### src/rtl/mult_div_unit.sv
// Iterative radix-2 multiply/divide unit with architectural HI/LO registers.
// Signed operations run on magnitudes; signs are reapplied at writeback.
module mult_div_unit #(
  parameter int unsigned WIDTH = 32
) (
  input  logic             clk,
  input  logic             reset,
  input  logic             start,
  input  logic [1:0]       op,
  input  logic [WIDTH-1:0] a,
  input  logic [WIDTH-1:0] b,
  input  logic             hi_we,
  input  logic             lo_we,
  input  logic [WIDTH-1:0] wdata,
  output logic             busy,
  output logic             done,
  output logic             div_by_zero,
  output logic [WIDTH-1:0] hi,
  output logic [WIDTH-1:0] lo
);

  localparam int unsigned CW = $clog2(WIDTH);

  typedef enum logic [1:0] {StIdle, StCalc, StZdiv} state_e;

  state_e             state_q, state_d;
  logic [CW-1:0]      cnt_q, cnt_d;
  logic               div_q, div_d;
  logic               neg_q, neg_d;
  logic               rneg_q, rneg_d;
  logic [WIDTH-1:0]   m_q, m_d;
  logic [2*WIDTH-1:0] p_q, p_d;
  logic [WIDTH-1:0]   hi_q, hi_d;
  logic [WIDTH-1:0]   lo_q, lo_d;
  logic               done_q, done_d;
  logic               dbz_q, dbz_d;

  // Operand decode at latch time.
  logic             is_div, is_signed, a_neg, b_neg;
  logic [WIDTH-1:0] a_mag, b_mag;

  always_comb begin
    is_div    = op[1];
    is_signed = op[0];
    a_neg     = is_signed & a[WIDTH-1];
    b_neg     = is_signed & b[WIDTH-1];
    a_mag     = a_neg ? -a : a;
    b_mag     = b_neg ? -b : b;
  end

  // One iteration. p_q holds {partial product, multiplier} or {remainder, dividend/quotient}.
  logic [WIDTH:0]     mul_sum;
  logic [2*WIDTH-1:0] mul_next;
  logic [WIDTH:0]     div_hi;
  logic [WIDTH:0]     div_trial;
  logic [2*WIDTH-1:0] div_next;
  logic [2*WIDTH-1:0] step;

  always_comb begin
    mul_sum   = {1'b0, p_q[2*WIDTH-1:WIDTH]} + {1'b0, (p_q[0] ? m_q : {WIDTH{1'b0}})};
    mul_next  = {mul_sum, p_q[WIDTH-1:1]};
    div_hi    = {p_q[2*WIDTH-1:WIDTH], p_q[WIDTH-1]};
    div_trial = div_hi - {1'b0, m_q};
    // Restoring step: keep the shifted remainder when the trial subtraction borrows.
    if (div_trial[WIDTH]) begin
      div_next = {div_hi[WIDTH-1:0], p_q[WIDTH-2:0], 1'b0};
    end else begin
      div_next = {div_trial[WIDTH-1:0], p_q[WIDTH-2:0], 1'b1};
    end
    step = div_q ? div_next : mul_next;
  end

  // Sign-corrected writeback values, taken from the final iteration.
  logic [2*WIDTH-1:0] mul_res;
  logic [WIDTH-1:0]   quot, rem;
  logic [WIDTH-1:0]   res_hi, res_lo;

  always_comb begin
    mul_res = neg_q ? -step : step;
    quot    = step[WIDTH-1:0];
    rem     = step[2*WIDTH-1:WIDTH];
    if (div_q) begin
      res_lo = neg_q ? -quot : quot;
      res_hi = rneg_q ? -rem : rem;
    end else begin
      res_lo = mul_res[WIDTH-1:0];
      res_hi = mul_res[2*WIDTH-1:WIDTH];
    end
  end

  always_comb begin
    state_d = state_q;
    cnt_d   = cnt_q;
    div_d   = div_q;
    neg_d   = neg_q;
    rneg_d  = rneg_q;
    m_d     = m_q;
    p_d     = p_q;
    hi_d    = hi_q;
    lo_d    = lo_q;
    done_d  = 1'b0;
    dbz_d   = 1'b0;
    unique case (state_q)
      StIdle: begin
        if (start) begin
          div_d  = is_div;
          neg_d  = a_neg ^ b_neg;
          rneg_d = a_neg;
          cnt_d  = '0;
          if (is_div && (b == '0)) begin
            state_d = StZdiv;
            p_d     = {{WIDTH{1'b0}}, a};
          end else begin
            state_d = StCalc;
            m_d     = is_div ? b_mag : a_mag;
            p_d     = {{WIDTH{1'b0}}, (is_div ? a_mag : b_mag)};
          end
        end else begin
          if (hi_we) hi_d = wdata;
          if (lo_we) lo_d = wdata;
        end
      end
      StCalc: begin
        p_d   = step;
        cnt_d = cnt_q + 1'b1;
        if (cnt_q == CW'(WIDTH - 1)) begin
          state_d = StIdle;
          cnt_d   = '0;
          hi_d    = res_hi;
          lo_d    = res_lo;
          done_d  = 1'b1;
        end
      end
      StZdiv: begin
        state_d = StIdle;
        hi_d    = p_q[WIDTH-1:0];
        lo_d    = {WIDTH{1'b1}};
        done_d  = 1'b1;
        dbz_d   = 1'b1;
      end
      default: state_d = StIdle;
    endcase
  end

  always_ff @(posedge clk) begin
    if (!reset) begin
      state_q <= StIdle;
      cnt_q   <= '0;
      div_q   <= 1'b0;
      neg_q   <= 1'b0;
      rneg_q  <= 1'b0;
      m_q     <= '0;
      p_q     <= '0;
      hi_q    <= '0;
      lo_q    <= '0;
      done_q  <= 1'b0;
      dbz_q   <= 1'b0;
    end else begin
      state_q <= state_d;
      cnt_q   <= cnt_d;
      div_q   <= div_d;
      neg_q   <= neg_d;
      rneg_q  <= rneg_d;
      m_q     <= m_d;
      p_q     <= p_d;
      hi_q    <= hi_d;
      lo_q    <= lo_d;
      done_q  <= done_d;
      dbz_q   <= dbz_d;
    end
  end

  assign busy        = (state_q != StIdle);
  assign done        = done_q;
  assign div_by_zero = dbz_q;
  assign hi          = hi_q;
  assign lo          = lo_q;

endmodule

### config.mk
export PLATFORM = sky130hd
export DESIGN_NAME = mult_div_unit
export DESIGN_NICKNAME = d
export VERILOG_FILES = /design/src/rtl/mult_div_unit.sv
export SDC_FILE = /design/constraint.sdc
export NUM_CORES = 1
export LEC_CHECK = 0
export CAP_MARGIN = 20
export CORE_AREA = 2 2 180 182
export DETAILED_ROUTE_END_ITERATION = 6
export DIE_AREA = 0 0 182 184
export HOLD_SLACK_MARGIN = 0.05
export PLACE_DENSITY = 0.88
export RECOVER_POWER = 25
export SYNTH_ARGS = -nofsm -noshare
export SYNTH_HDL_FRONTEND = slang
export SYNTH_SLANG_ARGS = --single-unit
### constraint.sdc
create_clock -name clk -period 6.1 [get_ports clk]
set_input_delay 0.61 -clock clk [delete_from_list [all_inputs] [get_ports clk]]
set_output_delay 0.61 -clock clk [all_outputs]
set_load 0.005 [all_outputs]
==> Word level (Yosys, flattened, before mapping) <==
Cells that the tools add are included.
{ "word_totals": {"regBits": 172, "inputBits": 103, "output_inout_bits": 67, "wordCells": 76} }
{ "classes": {"add_sub_neg": 8, "n_eq_ne": 8, "mux": 33, "bitwise": 4, "reduce_logical": 12} }
{ "op_table": {"columns": ["cell", "n"], "rows": [
  ["32-bit 2-to-1 mux", 16],
  ["64-bit 2-to-1 mux", 4],
  ["32-bit one-hot mux with 3 select lines", 2],
  ["32-bit negator", 4],
  ["64-bit one-hot mux with 2 select lines", 1],
  ["64-bit negator", 1],
  ["32-bit by 32-bit adder with 33-bit output", 1],
  ["33-bit by 32-bit subtractor with 33-bit output", 1],
  ["32-bit logical NOT", 1],
  ["5-bit 2-to-1 mux", 2],
  ["2-bit inequality test, second input constant", 5],
  ["5-bit one-hot mux with 2 select lines", 1],
  ["4-bit AND reduction", 2],
  ["2-bit 2-to-1 mux", 3],
  ["2-bit AND reduction", 3],
  ["5-bit by 1-bit adder with 5-bit output, second input constant", 1],
  ["5-bit == test, second input constant", 1],
  ["2-bit one-hot mux with 2 select lines", 1],
  ["2-bit nonzero test", 2],
  ["3-bit AND reduction", 1],
  ["3-bit nonzero test", 1],
  ["1-bit AND", 2],
  ["2-bit by 1-bit == test with 1-bit output, second input constant", 1],
  ["2-bit == test, second input constant", 1],
  ["6 further kinds", 7]
]} }

==> Longest topological paths before layout <==
{ "depth": {"ltp_word": 8, "mapped_depth": 26, "ltp_nobuf": 23} }

==> Worst setup path after synthesis <==
No wires, ideal clock.
{ "synth_timing": {"kind": "reg2reg", "from": "register p_q[31]", "to": "register hi_q[6] (netlist: hi[6])", "t_arrival_ps": 5569, "path_slack_ps": 461, "path_stages_with_launch": 25, "period_less_slack_ps": 5639, "path_cell_list": "dfxtp_1 > inv_1 > ha_1 > fa_1 > nand2b_1 > a21oi_2 > o211ai_2 > o21a_1 > nor4_4 > o21ai_1 > buf_4 > buf_2 > a31oi_1 > ha_1 > o21ai_0 > or3_1 > or4_1 > or2_1 > o21ai_0 > nand2_1 > o41ai_1 > xnor2_1 > nand2_1 > a311o_1 > a21oi_1"} }
{ "synth_via": {"elab_chain_len": 8} }
{ "synth_rtl": {"columns": ["item", "line", "rtl"], "rows": [
  ["from (decl)", "32", "logic [2*WIDTH-1:0] p_q, p_d;"],
  ["from (signal assigned)", "165", "p_q <= p_d;"],
  ["33-bit by 32-bit subtractor with 33-bit output", "63", "div_trial = div_hi - {1'b0, m_q};"],
  ["64-bit 2-to-1 mux", "65", "if (div_trial[WIDTH]) begin"],
  ["64-bit 2-to-1 mux (*)", "70", "step = div_q ? div_next : mul_next;"],
  ["64-bit negator or 32-bit negator (tied branches)", "79, 84", null],
  ["64-bit 2-to-1 mux or 32-bit 2-to-1 mux (tied branches)", "79, 84", null],
  ["32-bit 2-to-1 mux (*)", "82", "if (div_q) begin"],
  ["32-bit 2-to-1 mux (*)", "126", "if (cnt_q == CW'(WIDTH - 1)) begin"],
  ["32-bit one-hot mux with 3 select lines (*)", "103", "unique case (state_q)"],
  ["to (signal assigned)", "166", "hi_q <= hi_d;"],
  ["to (decl)", "33", "logic [WIDTH-1:0] hi_q, hi_d;"]
]} }
Every way passes the cells marked *; elsewhere a longest branch is shown, timed or not. The select of a mux whose other input is x is not followed.
A chain may end at the register's enable or synchronous reset.

==> Final worst setup path <==
{ "layout_timing": {"from": "register m_q[25]", "to": "register hi_q[16] (netlist: hi[16])"} }
{ "layout_via": {"elab_chain_len": 8} }
{ "layout_rtl": {"columns": ["item", "line", "rtl"], "rows": [
  ["from (decl)", "31", "logic [WIDTH-1:0] m_q, m_d;"],
  ["from (signal assigned)", "164", "m_q <= m_d;"],
  ["33-bit by 32-bit subtractor with 33-bit output (*)", "63", null],
  ["64-bit 2-to-1 mux (*)", "65", null],
  ["64-bit 2-to-1 mux (*)", "70", null],
  ["64-bit negator or 32-bit negator (tied branches)", "79, 84", null],
  ["64-bit 2-to-1 mux or 32-bit 2-to-1 mux (tied branches)", "79, 84", null],
  ["32-bit 2-to-1 mux (*)", "82", null],
  ["32-bit 2-to-1 mux (*)", "126", null],
  ["32-bit one-hot mux with 3 select lines (*)", "103", null]
]} }
Marked as above.

==> summary.md <==
| Metric | Value |
|---|---|
| Status | `finished, violations left` |
| Failing checks | `DRC, capacitance limit, slew limit` |
| Max Cap Viol | `1` |
| Min Tclk post-route | `5820 ps` |
| Cell area power density | `roughly 200 nW/um^2` |
| Cells after synthesis | `between 2000 and 2500` |
| Routability cong. | `1.13` |
| Synthesized area per cell | `6.93 um^2` |
| CTS tree | `yes` |
| Cells on worst reg2reg path | `20` |
| Initial core utilization | `between 50 and 60%` |
| DR vias | `19920` |
| N_diodes | `0` |
| Fin util | `61.8%` |
| Leading post-synthesis cells by cell area | `dfxtp_1 21%, a21oi_1 8.3%, nor2_1 7.2%, nand2_1 5.6%, ha_1 5.4%` |
| Core Box Area | `31400 um^2` |
| Grt peak-use layer | `met2` |
| Hold path start | `lo[11]$_SDFFE_PN0P_` |
| CP Capture Type | `flip-flop` |
| Routed Antenna Nets | `0` |
| Fmax | `172 MHz` |
| Relative slew margins | `-29.6%` |
| Post-synth EDFFs | `0` |
| Type of the tightest min-delay check | `reg -> reg` |
| Post-DR vias/cell | `6.85` |
| Synth top area share | `20.5%` |
| Root Driver | `clkbuf_16` |
| # clock sinks | `approximately 170` |
| M3 GR Usage | `under 10%` |
| CTS Buf Count | `17` |
| Leakage | `7.73 nW` |
| Yosys cell types | `94` |
| Setup Crit Path Kind | `reg -> reg` |
| Final layout net count | `2673` |
| Worst skew pair latency | `450 ps` |
| Grt met1 use | `51.9%` |
| Vias in the first global route | `17986` |
| Port bufs | `169` |
| Setup TNS | `0 ps` |
| Setup slack, reg-to-reg | `about 280 ps` |
| R2r endpoint | `hi[16]$_SDFFE_PN0P_` |
| Slew @ Worst Pin | `1940 ps` |
| Ratio of cells with drive above 1 in the final layout | `~6.3%` |
| Synth warn | `0` |
| Worst EP required | `6420 ps` |
| FF+latch count, synth | `172` |
| Pin count of the biggest net entering global routing | `105` |
| Arr. time, crit path | `between 6000 and 7000 ps` |
| Synth area leader | `dfxtp_1` |
| Final worst-path cycle share | `95.4%` |
| Clock transition at path regs | `approximately 70 ps` |
| Synth Cell Area | `16800 um^2` |
| Worst-path maximum fanout | `10` |
| Skew final | `13.3 ps` |
| Drt wl/cell | `23.1 um` |
| DRC | `2` |
| GRT Total Usage | `between 30% and 40%` |
| Synth-to-layout area growth | `15.7%` |
| Final Hold Vio Count | `0` |
| Die Ht | `184 um` |
| Global route overflow | `0` |
| DIE AREA | `around 33000 um^2` |
| Pre-antenna DRT Iters | `7` |
| Syn_nets | `2597` |
| Main synth FF type | `dfxtp_1` |
| CTS Buffer Depth | `2` |
| Met2 usage | `60.2%` |
| Worst R2R Start | `m_q[25]$_SDFFE_PN0P_` |
| Count leader, synth | `nor2_1` |
| Final wirelength | `approximately 67000 um` |
| Initial antenna violation count | `2` |
| Final hold slack | `~450 ps` |
| Final Instance Area | `19400 um^2` |
| Die width | `182 um` |
| Hold endpoint | `lo[11]$_SDFFE_PN0P_` |
| Drt initial violations | `3261` |
| Placed inst area | `18700 um^2` |
| Startpoint types | `flip-flop` |
| Slew Viols, Final | `36` |
| Final Setup Violations | `0` |
| VDD IR max | `0.000214 V` |
| Post-synthesis sequential area ratio | `between 20% and 30%` |
| H-tree depth | `4` |
| Most instantiated cells after synthesis | `321 x nor2_1, 277 x a21oi_1, 248 x nand2_1` |
| FP Rows | `65` |
| WHS Path Cells | `2` |
| Overall power | `between 3 and 4 mW` |
| RSZ-0062 raised after global routing | `false` |
| Ys async rst share | `0%` |
| DP Wirelength | `between 50000 and 60000 um` |
| # IOs | `170` |
| First-pass GRT wire length | `around 100000 um` |
==> registers in the layout, indices dropped and copies added (netlist names) <==
name and flops:
p_q 64, hi 32, lo 32, m_q 32, cnt_q 5, state_q 2, div_by_zero 1, div_q 1
done 1, neg_q 1, rneg_q 1
==> metal layers <==
metal	wire, um	vias to the layer above
met2	29000	1500
met5	29	-
li1	-	8921
met4	3630	4
met1	25700	9198
met3	8810	297
==> worst max-delay path by stage <==
stage                    startpoint                   to  slack (ps)  cells after the start
6_report       m_q[25]$_SDFFE_PN0P_  hi[16]$_SDFFE_PN0P_         280                     20
3_3_place_gp   p_q[31]$_SDFFE_PN0P_   hi[6]$_SDFFE_PN0P_         210                     22
4_1_cts        p_q[31]$_SDFFE_PN0P_   hi[6]$_SDFFE_PN0P_          80                     22
3_5_place_dp   p_q[31]$_SDFFE_PN0P_   hi[6]$_SDFFE_PN0P_         130                     22
5_1_grt        p_q[31]$_SDFFE_PN0P_  hi[16]$_SDFFE_PN0P_          60                     21
2_1_floorplan  p_q[31]$_SDFFE_PN0P_   hi[6]$_SDFFE_PN0P_         460                     24
==> area by class of cell <==
| type | count | area [um^2] |
|---|---|---|
| clock buffers | 19 | 453 |
| clock inverters | 13 | 120 |
| fillers | 2747 | 12000 |
| inverters | 72 | 273 |
| multi-input cells | 2011 | 12500 |
| flip-flops and latches | 172 | 3450 |
| well taps | 402 | 503 |
| repair buffers | 221 | 2140 |
==> critical path: stages (launching register included) <==
cell      delay, ps
dfxtp_1         360
inv_1            50
ha_1            360
a21oi_1         320
o21bai_1        210
a211oi_2        320
a221oi_4        140
a211oi_4        510
nand3_2         170
a31oi_2         320
ha_1            230
o21ai_0         140
or3_1           400
or4_1           500
or2_1           340
o21ai_2         210
and2_1          230
a41oi_1         150
xor2_1          210
a21oi_1         100
o41ai_1         410
==> where the power goes <==
group,leakage (nW),total [mW],switching [mW],internal [mW]
registers,1.41,1.30,0.0979,1.20
logic,6.04,1.52,0.952,0.566
clock network,0.287,1.10,0.541,0.563
==> repair_timing <==
item / CTS / global route
hold endpoints to repair: 0 / 0
hold buffers: 0 / 0
endpoints found under the setup margin: 0 / 9
buffers inserted: 0 / 1
resized for setup: 0 / 5
==> placed cells by master, fill, tap and decap left out, types with 43 or more instances in the layout <==
| master | synthesis | routed |
|---|---|---|
| a211oi_1 | 67 | 67 |
| buf_4 | 5 | 47 |
| o211ai_1 | 43 | 43 |
| nand2_1 | 248 | 247 |
| ha_1 | 73 | 71 |
| nor3_1 | 70 | 70 |
| nand3_1 | 60 | 59 |
| o21ai_0 | 125 | 124 |
| dfxtp_1 | 172 | 171 |
| clkdlybuf4s50_1 | 0 | 111 |
| a21oi_1 | 277 | 276 |
| inv_1 | 69 | 69 |
| xnor2_1 | 81 | 81 |
| and2_1 | 56 | 56 |
| xor2_1 | 74 | 74 |
| dlygate4sd3_1 | 0 | 57 |
| nor2_1 | 321 | 320 |
==> cell families after synthesis <==
family                   synth area share [%]
XOR/XNOR                                 8.09
multiplexers                             3.01
AO/OA/AOI/OAI                            29.7
AND/OR/NAND/NOR                          27.3
flip-flops                               20.5
adder cells (fa/ha/maj)                  5.68
buffers and inverters                    5.63
==> through the flow <==
stage	worst slack (ps)	instances
3_5_place_dp	132	2874
3_3_place_gp	211	2874
4_1_cts	75.3	2906
2_1_floorplan	461	2419
6_report	282	2910
5_1_grt	62.1	2910
Power figures use the tool's default switching activity.
